`config.mk`:
```
export PLATFORM = sky130hd
export DESIGN_NAME = sram_bist_engine
export DESIGN_NICKNAME = d
export VERILOG_FILES = /design/src/rtl/sram_bist_engine.sv
export SDC_FILE = /design/constraint.sdc
export NUM_CORES = 1
export LEC_CHECK = 0
export CELL_PAD_IN_SITES_DETAIL_PLACEMENT = 0
export CELL_PAD_IN_SITES_GLOBAL_PLACEMENT = 2
export CORE_MARGIN = 8
export CORE_UTILIZATION = 35
export DETAILED_ROUTE_END_ITERATION = 8
export HOLD_SLACK_MARGIN = 0.05
export MAX_ROUTING_LAYER = met4
export PLACE_DENSITY = 0.95
export SYNTH_ARGS = -nofsm -noshare
export SYNTH_HDL_FRONTEND = slang
export SYNTH_SLANG_ARGS = --single-unit
```
`constraint.sdc`:
```
create_clock -name clk -period 7.31 [get_ports clk]
set_clock_uncertainty 0.15 [all_clocks]
set_input_delay 0.731 -clock clk [delete_from_list [all_inputs] [get_ports clk]]
set_output_delay 0.731 -clock clk [all_outputs]
set_load 0.02 [all_outputs]
```
`src/rtl/sram_bist_engine.sv`:
```
`default_nettype none
// ============================================================================
// Module   : sram_bist_engine
// Purpose  : Built-in self-test requester for the SRAM controller's
//            processor-side port. On start it writes a pattern over an
//            address window, reads the window back and checks each word.
//            It reports pass/fail, a saturating error count and the first
//            failing address and data.
// Revision : 1.0 - initial release
// ============================================================================
module sram_bist_engine #(
  parameter int ADDR_WIDTH     = 8,
  parameter int DATA_WIDTH     = 16,
  parameter int ERR_CNT_W      = 8,
  parameter int TIMEOUT_CYCLES = 256
) (
  input  logic                  clk,
  input  logic                  rst_n,
  input  logic                  start_i,
  input  logic [1:0]            mode_i,
  input  logic [ADDR_WIDTH-1:0] base_addr_i,
  input  logic [ADDR_WIDTH-1:0] len_i,
  output logic                  busy_o,
  output logic                  done_o,
  output logic                  pass_o,
  output logic                  timeout_o,
  output logic [ERR_CNT_W-1:0]  err_count_o,
  output logic [ADDR_WIDTH-1:0] first_err_addr_o,
  output logic [DATA_WIDTH-1:0] first_err_data_o,
  output logic                  req_o,
  output logic                  wr_en_o,
  output logic [ADDR_WIDTH-1:0] addr_o,
  output logic [DATA_WIDTH-1:0] wdata_o,
  input  logic                  ack_i,
  input  logic [DATA_WIDTH-1:0] rdata_i
);

  // Index runs one bit wider than the address so a full 2^ADDR_WIDTH window
  // can be counted.
  localparam int c_IDX_W = ADDR_WIDTH + 1;
  localparam logic [c_IDX_W-1:0] c_FULL_LEN = c_IDX_W'(1) << ADDR_WIDTH;

  // Watchdog counts cycles spent in the current wait state; it fires when
  // the state has been held for TIMEOUT_CYCLES cycles.
  localparam int c_WD_W = (TIMEOUT_CYCLES > 1) ? $clog2(TIMEOUT_CYCLES) : 1;
  localparam logic [c_WD_W-1:0] c_WD_LIMIT =
    c_WD_W'((TIMEOUT_CYCLES > 0) ? TIMEOUT_CYCLES - 1 : 0);

  typedef enum logic [2:0] {
    S_IDLE      = 3'd0,
    S_WR_REQ    = 3'd1,
    S_WR_GAP    = 3'd2,
    S_RD_REQ    = 3'd3,
    S_RD_SAMPLE = 3'd4,
    S_RD_GAP    = 3'd5,
    S_DONE      = 3'd6
  } state_t;

  state_t r_state;
  state_t w_state_nxt;

  logic [1:0]            r_mode;
  logic [ADDR_WIDTH-1:0] r_base;
  logic [c_IDX_W-1:0]    r_len;
  logic [c_IDX_W-1:0]    r_idx;
  logic [c_WD_W-1:0]     r_wd;
  logic                  r_timeout;
  logic [ERR_CNT_W-1:0]  r_err_cnt;
  logic [ADDR_WIDTH-1:0] r_first_err_addr;
  logic [DATA_WIDTH-1:0] r_first_err_data;
  logic                  r_wr_en;
  logic [ADDR_WIDTH-1:0] r_addr;
  logic [DATA_WIDTH-1:0] r_wdata;

  logic                  w_start;
  logic                  w_load;
  logic                  w_load_wdata;
  logic                  w_wr_en_nxt;
  logic                  w_fire;
  logic                  w_sample;
  logic [c_IDX_W-1:0]    w_idx_nxt;
  logic [c_IDX_W-1:0]    w_idx_inc;
  logic                  w_last;
  logic                  w_wd_expired;
  logic                  w_in_wait;
  logic [1:0]            w_mode_eff;
  logic [ADDR_WIDTH-1:0] w_base_eff;
  logic [ADDR_WIDTH-1:0] w_addr_nxt;
  logic [DATA_WIDTH-1:0] w_wdata_nxt;
  logic [DATA_WIDTH-1:0] w_expect;
  logic                  w_mismatch;

  // Test pattern for word idx under the given mode.
  function automatic logic [DATA_WIDTH-1:0] f_pattern(input logic [1:0]         mode,
                                                      input logic [c_IDX_W-1:0] idx);
    logic [DATA_WIDTH-1:0] p;
    int unsigned           sh;
    sh = 32'(idx) % 32'(DATA_WIDTH);
    p  = '0;
    case (mode)
      2'd0: p = DATA_WIDTH'(idx);
      2'd1: p = {{(DATA_WIDTH-1){1'b0}}, 1'b1} << sh;
      2'd2: begin
        for (int b = 0; b < DATA_WIDTH; b++) begin
          p[b] = ((b % 2) == 0) ^ idx[0];
        end
      end
      default: p = ~DATA_WIDTH'(idx);
    endcase
    return p;
  endfunction

  // On the start edge the request outputs are built from the live inputs.
  assign w_mode_eff   = w_start ? mode_i : r_mode;
  assign w_base_eff   = w_start ? base_addr_i : r_base;
  assign w_idx_inc    = r_idx + 1'b1;
  assign w_last       = (w_idx_inc == r_len);
  assign w_wd_expired = (TIMEOUT_CYCLES != 0) && (r_wd == c_WD_LIMIT);
  assign w_in_wait    = (r_state == S_WR_REQ) || (r_state == S_WR_GAP) ||
                        (r_state == S_RD_REQ) || (r_state == S_RD_GAP);
  assign w_addr_nxt   = w_base_eff + w_idx_nxt[ADDR_WIDTH-1:0];
  assign w_wdata_nxt  = f_pattern(w_mode_eff, w_idx_nxt);
  assign w_expect     = f_pattern(r_mode, r_idx);
  assign w_mismatch   = w_sample && (rdata_i != w_expect);

  // Next-state, index advance and request-output load decisions.
  always_comb begin
    w_state_nxt  = r_state;
    w_idx_nxt    = r_idx;
    w_start      = 1'b0;
    w_load       = 1'b0;
    w_load_wdata = 1'b0;
    w_wr_en_nxt  = r_wr_en;
    w_fire       = 1'b0;
    w_sample     = 1'b0;
    case (r_state)
      S_IDLE, S_DONE: begin
        if (start_i) begin
          w_start      = 1'b1;
          w_state_nxt  = S_WR_REQ;
          w_idx_nxt    = '0;
          w_load       = 1'b1;
          w_load_wdata = 1'b1;
          w_wr_en_nxt  = 1'b1;
        end
      end
      S_WR_REQ: begin
        if (ack_i) begin
          w_state_nxt = S_WR_GAP;
        end else if (w_wd_expired) begin
          w_fire      = 1'b1;
          w_state_nxt = S_DONE;
        end
      end
      S_WR_GAP: begin
        if (!ack_i) begin
          w_load = 1'b1;
          if (w_last) begin
            w_idx_nxt   = '0;
            w_state_nxt = S_RD_REQ;
            w_wr_en_nxt = 1'b0;
          end else begin
            w_idx_nxt    = w_idx_inc;
            w_state_nxt  = S_WR_REQ;
            w_wr_en_nxt  = 1'b1;
            w_load_wdata = 1'b1;
          end
        end else if (w_wd_expired) begin
          w_fire      = 1'b1;
          w_state_nxt = S_DONE;
        end
      end
      S_RD_REQ: begin
        if (ack_i) begin
          w_state_nxt = S_RD_SAMPLE;
        end else if (w_wd_expired) begin
          w_fire      = 1'b1;
          w_state_nxt = S_DONE;
        end
      end
      S_RD_SAMPLE: begin
        w_sample    = 1'b1;
        w_state_nxt = S_RD_GAP;
      end
      S_RD_GAP: begin
        if (!ack_i) begin
          if (w_last) begin
            w_idx_nxt   = '0;
            w_state_nxt = S_DONE;
          end else begin
            w_idx_nxt   = w_idx_inc;
            w_state_nxt = S_RD_REQ;
            w_load      = 1'b1;
            w_wr_en_nxt = 1'b0;
          end
        end else if (w_wd_expired) begin
          w_fire      = 1'b1;
          w_state_nxt = S_DONE;
        end
      end
      default: w_state_nxt = S_IDLE;
    endcase
  end

  // State register.
  always_ff @(posedge clk or negedge rst_n) begin
    if (!rst_n) begin
      r_state <= S_IDLE;
    end else begin
      r_state <= w_state_nxt;
    end
  end

  // Latched configuration and word index.
  always_ff @(posedge clk or negedge rst_n) begin
    if (!rst_n) begin
      r_mode <= '0;
      r_base <= '0;
      r_len  <= '0;
      r_idx  <= '0;
    end else begin
      if (w_start) begin
        r_mode <= mode_i;
        r_base <= base_addr_i;
        r_len  <= (len_i == '0) ? c_FULL_LEN : {1'b0, len_i};
      end
      r_idx <= w_idx_nxt;
    end
  end

  // Watchdog: restarts on every state change, counts only while waiting.
  always_ff @(posedge clk or negedge rst_n) begin
    if (!rst_n) begin
      r_wd <= '0;
    end else if (w_start || (w_state_nxt != r_state) || !w_in_wait) begin
      r_wd <= '0;
    end else begin
      r_wd <= r_wd + 1'b1;
    end
  end

  // Request outputs hold their last values outside the request states.
  always_ff @(posedge clk or negedge rst_n) begin
    if (!rst_n) begin
      r_wr_en <= 1'b0;
      r_addr  <= '0;
      r_wdata <= '0;
    end else if (w_load) begin
      r_wr_en <= w_wr_en_nxt;
      r_addr  <= w_addr_nxt;
      if (w_load_wdata) begin
        r_wdata <= w_wdata_nxt;
      end
    end
  end

  // Result registers: cleared at start, updated on read compare and watchdog.
  always_ff @(posedge clk or negedge rst_n) begin
    if (!rst_n) begin
      r_timeout        <= 1'b0;
      r_err_cnt        <= '0;
      r_first_err_addr <= '0;
      r_first_err_data <= '0;
    end else if (w_start) begin
      r_timeout        <= 1'b0;
      r_err_cnt        <= '0;
      r_first_err_addr <= '0;
      r_first_err_data <= '0;
    end else begin
      if (w_fire) begin
        r_timeout <= 1'b1;
      end
      if (w_mismatch) begin
        // A saturating counter never returns to zero, so zero marks "no error yet".
        if (r_err_cnt == '0) begin
          r_first_err_addr <= r_addr;
          r_first_err_data <= rdata_i;
        end
        if (r_err_cnt != '1) begin
          r_err_cnt <= r_err_cnt + 1'b1;
        end
      end
    end
  end

  assign req_o            = (r_state == S_WR_REQ) || (r_state == S_RD_REQ);
  assign busy_o           = (r_state != S_IDLE) && (r_state != S_DONE);
  assign done_o           = (r_state == S_DONE);
  assign pass_o           = done_o && (r_err_cnt == '0) && !r_timeout;
  assign timeout_o        = r_timeout;
  assign err_count_o      = r_err_cnt;
  assign first_err_addr_o = r_first_err_addr;
  assign first_err_data_o = r_first_err_data;
  assign wr_en_o          = r_wr_en;
  assign addr_o           = r_addr;
  assign wdata_o          = r_wdata;

endmodule
`default_nettype wire

```
==> out/results.ini, run 1 <==
[cts]
clock_sinks=97
clk_pin_slew_worst_paths_ns=0.07
postCtsSetupRepairBufs=0
clk_latency_ns=0.36
cts_buffers=9
cts_root_buf=clkbuf_16
cts_hold_buffers=0
cts_buffer_depth=2
cts_resized=0
tritoncts=done
htree_levels=3

[critical_path]
critPathMaxFanout=17
path_class=reg -> reg
rr_endpoint=addr_o[7]
end_kind=register
r2r.worst_path.cells=15
cp_data_required_time_ns=7.40
ff2ff_setup_slack_ns=2.18
worstPathArrival_ns=5.22
regToRegStartpoint=r_idx[0]
worst_setup_path_start_kind=register

[floorplan]
core_sq_um=16600
initial_utilization_pct=35.8
io_pins=100
die_w_um=147
die_height_um=147
die-area_sq_um=21500
fp-row-count=47

[sta]
worst_pin_slew_ns=1.16
post-route-period-util_pct=70.1
relSlewSlack_pct=22.4
setup_viol=0
fin_ws_ns=2.18
hold_violations=0
report.final.slew_viol_count=0
rsz0062_at_grt=false
tns_ns=0
fin_crit_ns=5.13
max_freq_mhz=195

[power]
power_mw=2.98
p_leak_nw=3.16
power.density_nw_per_um2=405
ir_drop_uv=205

[detailed_routing]
drtAntennaViolNets=0
drt_wl_total_mm=17.2
routed_via_density=5.30
drtPass1Iterations=5
vias=5306
drc=0
wl_per_cell_um=17.2
drt_iter0_drc=282

[logic_synthesis]
syn_nets=757
syn_avg_cell_area_sq_um=8.48
async_flop_share_pct=100
ys_types=73
ys_warn_count=0
synth-edff-count=0
synth_cells=703
yosysSeqAreaShare_pct=40.7
ys_seq_elements=97
synthFlopType=dfrtp_1
synth_area_sq_um=5960

[outcome]
status=complete, no violations

[layout]
design_area_sq_um=7370
syn_to_final_growth_pct=23.7
fin_nets=830
drive_gt1_share_pct=5.63
stdcell_count=1001
final_common_cell=clkdlybuf4s50_1
diodes=0
layout_common_cells=clkdlybuf4s50_1 (98), dfrtp_1 (97), nand2_1 (94), nor2_1 (64), o21ai_0 (51)

[hold_path]
hold_path_class=in -> async

[global_route]
antenna_found_initial=0
grt-ovfl-total=0
grt_start_max_net_pins=52
grt_pass1_wl_mm=28.5
grt_pass1_vias=5344
track_usage_pct=16.7

[place]
dp_slack_ns=2.24
place.detailed.instances=985
dpl-instance-area_sq_um=7090
hpwlAfterDp_mm=12.8
routabilityCongestion=0.892
io_buffer_count=99

[run]
maxCapViolCount=0

## worst max path at each step
stage | startpoint | end | slack (ns) | depth (start not counted)
after CTS | r_idx[0] | addr_o[7] | 2.24 | 15
after floorplan | r_idx[0] | addr_o[7] | 3.22 | 15
final | r_idx[0] | addr_o[7] | 2.18 | 15
after global routing | r_idx[0] | addr_o[7] | 1.81 | 15
after detailed placement | start_i | addr_o[6] | 2.24 | 13
after global placement | start_i | addr_o[6] | 2.41 | 13
## critical path, cell delays in order, from the launching register on
cell       delay (ns)
dfrtp_1          0.74
clkinv_1         0.49
ha_1             0.48
xor2_1           0.16
nor3_1           0.25
inv_1            0.11
a2111oi_4        0.34
nand2_2          0.21
a32oi_2          0.52
inv_2            0.13
ha_1             0.30
a21o_1           0.16
maj3_2           0.35
a311oi_2         0.28
xnor2_1          0.09
mux2_2           0.26
## Yosys cell counts, drive strengths merged (10+ instances only)
| cell type | instances | area, sq um |
|---|---|---|
| nand3 | 43 | 225 |
| inv | 47 | 176 |
| a21oi | 35 | 194 |
| o21ai | 53 | 265 |
| dfrtp | 97 | 2430 |
| xor2 | 12 | 105 |
| and3 | 13 | 81.3 |
| ha | 15 | 188 |
| xnor2 | 28 | 245 |
| clkbuf | 26 | 98.8 |
| nor3 | 17 | 90.1 |
| nand2 | 95 | 359 |
| a31oi | 10 | 68.8 |
| nor2 | 64 | 240 |
| buf | 13 | 57.6 |
## final cells by class
class / instances / area, sq um
timing repair buffer: 101 / 1000
fill: 1628 / 9270
sequential: 97 / 2430
multi-input combinational: 518 / 3200
clock buffer: 9 / 225
tap: 220 / 275
clock inverter: 7 / 53.8
inverter: 49 / 184
## through the flow
step	util [%]	hold slack [ns]
finish	44.3	0.241
global route	44.3	0.276
CTS	44.3	0.251
detailed placement	42.6	0.324
global placement	42.6	0.318
floorplan	-	0.285
## flip-flops by register name, summed over array words and instances (netlist names), 3 cells and up
register / count
addr_o: 8
first_err_data_o: 16
r_wd: 8
r_base: 8
wdata_o: 16
err_count_o: 8
r_len: 9
r_state: 3
first_err_addr_o: 8
r_idx: 9
## report_power, final
| part | total, mW | leakage [nW] | switching, mW | internal, mW |
|---|---|---|---|---|
| Combinational | 1.60 | 1.76 | 0.943 | 0.655 |
| Clock | 0.453 | 0.134 | 0.219 | 0.234 |
| Sequential | 0.932 | 1.27 | 0.203 | 0.729 |
## per-layer routing
metal / global-route usage (%) / routed length [um] / up-vias
li1: - / - / 2616
met1: 21.6 / 8340 / 2544
met2: 25.7 / 7900 / 126
met3: 3.40 / 695 / 20
met4: 5.46 / 318 / 0
met5: - / 0 / -
## cells by family after synthesis
family	share of synthesized area, %
xor+xnor	6.26
buf+inv	5.71
mux	2.67
fa+ha+maj	3.67
compound gates	19.7
simple gates	21.3
flops	40.7
(Power assumes the default switching activity.)
==> run 2, diff against run 1 <==
Settings changed: CORE_UTILIZATION 35 to 29, PLACE_DENSITY 0.95 to 0.86.
Clock period 7.31 ns to 4.71 ns, I/O delays scaled along.
==> run 2 against run 1 <==
Effect of this change: first-iteration DRC count is 7.1% higher; routed wire length is 1.8% higher; global-route usage is 2.4 points lower; sequential power is 51% higher; utilization is 6.6 points lower; die area is 18% higher; register-to-register slack worse by 1.6 ns; sequential share of layout area is 1.1 points lower; critical endpoint unchanged; final cell count is 7.0% higher; combinational power is 63% higher; worst hold slack worse by 0.22 ns; maximum frequency is 24% higher.
==> out/results.ini, run 2 (same netlist as run 1, synthesis figures left out) <==
[outcome]
status=complete, no violations

[power]
p_leak_nw=3.28
ir_drop_uv=304
power.density_nw_per_um2=632

[place]
hpwlAfterDp_mm=13.2
io_buffer_count=99
routabilityCongestion=0.875
dp_slack_ns=0.560

[global_route]
grt_pass1_vias=5300
track_usage_pct=14.3
grt_pass1_wl_mm=29.0
grt-ovfl-total=0
antenna_found_initial=0
grt_start_max_net_pins=54

[critical_path]
r2r.worst_path.cells=15
cpPeakStageDelay_ns=0.49
end_kind=register
crit_top_cell=ha_1
cpMaxStageDelayCell=dfrtp_1
rr_endpoint=addr_o[7]
worst_setup_path_start_kind=register
regToRegStartpoint=r_idx[1]
path_class=reg -> reg
cp_data_required_time_ns=4.80
ff2ff_setup_slack_ns=0.56
crit_chain=ha_1, ha_1, xnor2_1, nor3_1, inv_1, a2111oi_4, nand2_2, a32oi_2, inv_2, ha_1, a21o_1, maj3_2, a311oi_2, xnor2_1, mux2_2
critPathMaxFanout=8
worstPathArrival_ns=4.24

[cts]
postCtsSetupRepairBufs=0
cts_hold_buffers=0
tritoncts=done
clk_latency_ns=0.35
cts_resized=0
cts_buffer_depth=2
clock_sinks=97
cts_root_buf=clkbuf_16
clk_pin_slew_worst_paths_ns=0.07
htree_levels=3
cts_buffers=9

[sta]
worst_pin_slew_ns=0.859
whs_ns=0.0191
tns_ns=0
rsz0062_at_grt=false
report.final.slew_viol_count=0
post-route-period-util_pct=88.1
setup_viol=0
hold_violations=0
fin_ws_ns=0.561
fin_crit_ns=4.15
max_freq_mhz=241
relSlewSlack_pct=41.3

[floorplan]
die_w_um=159
core_sq_um=20200
fp-row-count=52
io_pins=100
die_height_um=159
die-area_sq_um=25400
initial_utilization_pct=29.5

[detailed_routing]
wl_per_cell_um=16.4
drc=0
drtPass1Iterations=5
routed_via_density=4.95
vias=5302
drtAntennaViolNets=0
drt_wl_total_mm=17.6
drt_iter0_drc=302

[layout]
diodes=0
drive_gt1_share_pct=7.87
syn_to_final_growth_pct=27.9
regArea_sq_um=2430
fin_nets=850
final_common_cell=clkdlybuf4s50_1
fillers=2065
fin_util_pct=37.7
layout_common_cells=clkdlybuf4s50_1 (98), dfrtp_1 (97), nand2_1 (94), nor2_1 (64), o21ai_0 (51)
multi_input_area_sq_um=3200

[hold_path]
hold_path_class=in -> async

[run]
maxCapViolCount=0

-- run 2: worst max path at each step --
stage,from,endpoint,slack [ns]
after floorplan,r_idx[0],addr_o[7],0.62
after detailed placement,r_idx[1],addr_o[7],0.56
after CTS,r_idx[1],addr_o[7],0.55
final,r_idx[1],addr_o[7],0.56
after global routing,r_idx[1],addr_o[6],0.18
after global placement,r_idx[1],addr_o[7],0.66
-- run 2: layout make-up --
| cell class | count | share of cell area, % |
|---|---|---|
| multi-input cells | 518 | 42.0 |
| flip-flops and latches | 97 | 31.8 |
| repair buffers | 121 | 15.1 |
| well taps | 270 | 4.43 |
| clock buffers | 10 | 3.00 |
| inverters | 49 | 2.41 |
| clock inverters | 6 | 1.20 |
-- run 2: routing by layer --
layer / wire (um) / GRT usage (%) / part of all wire, %
met1: 8490 / 19.1 / 48
met2: 8080 / 21.7 / 46
met3: 779 / 3.36 / 4.4
met4: 201 / 3.04 / 1.1
met5: 0 / - / 0
-- run 2: worst max-delay path: cells and delay by family, from the launching register on --
kind                       cells  cell delay (ns)
adders and majority gates      4             1.23
AOI/OAI and AO/OA              4             1.07
DFF                            1             0.49
and+or+nand+nor                2             0.42
muxes                          1             0.25
xor gates and xnor gates       2             0.22
buffers and inverters          2             0.20
-- run 2: stage by stage --
| stage | cells | cell area [sq um] | power, mW |
|---|---|---|---|
| 3_3_place_gp | 1055 | 7310 | 4.06 |
| 5_1_grt | 1071 | 7630 | 5.23 |
| 2_1_floorplan | 703 | 5960 | 3.04 |
| 4_1_cts | 1071 | 7630 | 4.89 |
| 6_report | 1071 | 7630 | 4.82 |
| 3_5_place_dp | 1055 | 7310 | 4.06 |
-- run 2: power by group --
part	internal [mW]	switching (mW)	leakage, nW	total [mW]
clock	0.469	0.327	0.157	0.796
combinational	1.09	1.52	1.86	2.61
sequential	1.13	0.280	1.27	1.41
total	2.69	2.13	3.28	4.82
==> run 3, diff against run 2 <==
Settings changed: CORE_ASPECT_RATIO from default to 1.25, CORE_UTILIZATION 29 to 30, CTS_BUF_LIST from default to sky130_fd_sc_hd__clkbuf_4 sky130_fd_sc_hd__clkbuf_8, PLACE_DENSITY 0.86 to 0.88.
==> run 3 against run 2 <==
Effect of this change: count of clock-buffer cells in the layout up 4; worst hold slack improved by 0.042 ns; first-iteration DRC count rose by 37%; largest cell class unchanged; flip-flop and latch count did not move; sequential share of layout area grew 0.66 points; cell area shrank 2.0%; sequential power about the same; global-route usage up 0.59 points.
==> out/results.ini, run 3 (same netlist as run 1, synthesis figures left out) <==
[detailed_routing]
wirelength_met1_mm=7.79
dr_wl_met3_um=684
dr.max_layer_used=met4
drtAntennaViolNets=0
drtPass1Iterations=5
drt_iter0_drc=413
wl_per_cell_um=16.8
routed_via_density=5.03
drc=0
dr_wl_met2_mm=9.18
vias=5351
drt_wl_total_mm=17.9

[cts]
cts_buffers=9
cts_resized=0
cts_hold_buffers=0
clk_latency_ns=0.39
clock_sinks=97
htree_levels=3
postCtsSetupRepairBufs=0
cts_buffer_depth=2
clk_pin_slew_worst_paths_ns=0.09
cts_root_buf=clkbuf_8
tritoncts=done

[layout]
syn_to_final_growth_pct=25.3
fin_nets=848
regArea_sq_um=2430
drive_gt1_share_pct=7.76
fillers=2055
multi_input_area_sq_um=3200
diodes=0
layout_common_cells=clkdlybuf4s50_1 (98), dfrtp_1 (97), nand2_1 (94), nor2_1 (64), o21ai_0 (51)
final_common_cell=clkdlybuf4s50_1

[global_route]
grt_pass1_vias=5220
grt-ovfl-total=0
track_usage_pct=14.9
grt_start_max_net_pins=72
antenna_found_initial=0
grt_pass1_wl_mm=28.4

[critical_path]
path_class=reg -> reg
worstPathArrival_ns=4.36
worst_setup_path_start_kind=register
end_kind=register
critPathMaxFanout=11
cp_data_required_time_ns=4.84

[floorplan]
io_pins=100
core_sq_um=19500
initial_utilization_pct=30.6
die_height_um=174
die-area_sq_um=24700
die_w_um=142
fp-row-count=57

[run]
maxCapViolCount=0

[sta]
relSlewSlack_pct=36.9
post-route-period-util_pct=89.9
hold_violations=0
max_freq_mhz=236
tns_ns=0
rsz0062_at_grt=false
fin_ws_ns=0.475
setup_viol=0
fin_crit_ns=4.24
worst_pin_slew_ns=0.947
report.final.slew_viol_count=0

[hold_path]
hold_path_class=in -> async

[power]
p_leak_nw=3.21
ir_drop_uv=265
power.density_nw_per_um2=607

[place]
routabilityCongestion=0.927
hpwlAfterDp_mm=13.2
dp_slack_ns=0.507
io_buffer_count=99

[outcome]
status=complete, no violations

## run 3: worst paths after layout
path / startpoint / to / cells past startpoint / slack [ns]
max: r_idx[0] / addr_o[7] / 15 / 0.47
min: rst_n / r_wd[3] / 1 / 0.06
max reg2reg: r_idx[0] / addr_o[7] / 15 / 0.47
min reg2reg: r_wd[0] / r_wd[0] / 1 / 0.34
max in group asynchronous: rst_n / r_idx[4] / 2 / 3.40
min in group clk: r_wd[0] / r_wd[0] / 1 / 0.34
## run 3: final cells by class
type                            instances  area share (%)
Timing Repair Buffer                  119            15.2
Clock buffer                           14            2.33
Multi-Input combinational cell        518            42.9
Clock inverter                          2           0.167
Sequential cell                        97            32.5
Tap cell                              265            4.44
Inverter                               49            2.46
## run 3: worst max-delay path: stages, from the launching register on
cell and delay (ns):
dfrtp_1 0.58, ha_1 0.32, ha_1 0.29, xnor2_1 0.13, nor3_1 0.23, inv_1 0.10, a2111oi_4 0.33, nand2_2 0.19
a32oi_2 0.31, inv_2 0.10, ha_1 0.28, a21o_1 0.16, maj3_2 0.34, a311oi_2 0.27, xnor2_1 0.09, mux2_2 0.25
## run 3: power breakdown
group	switching (mW)	internal, mW	leakage [nW]
sequential	0.305	1.13	1.27
clock	0.297	0.239	0.0969
combinational	1.49	1.08	1.85
## run 3: through the flow
step                      util [%]  cell area, sq um  hold slack, ns  cells  total power, mW
after CTS                     38.4              7470           0.104   1064             4.60
final                         38.4              7470          0.0615   1064             4.54
after detailed placement      37.4              7280           0.322   1048             4.04
after global placement        37.4              7280           0.313   1048             4.04
after global routing          38.4              7470           0.149   1064             4.91
after floorplan                  -              5960          0.0254    703             3.04
## run 3: routing by layer
layer	up-vias	track usage [%]
met5	-	-
met4	0	4.67
met3	19	2.31
met2	110	25.5
met1	2575	17.5
li1	2647	-
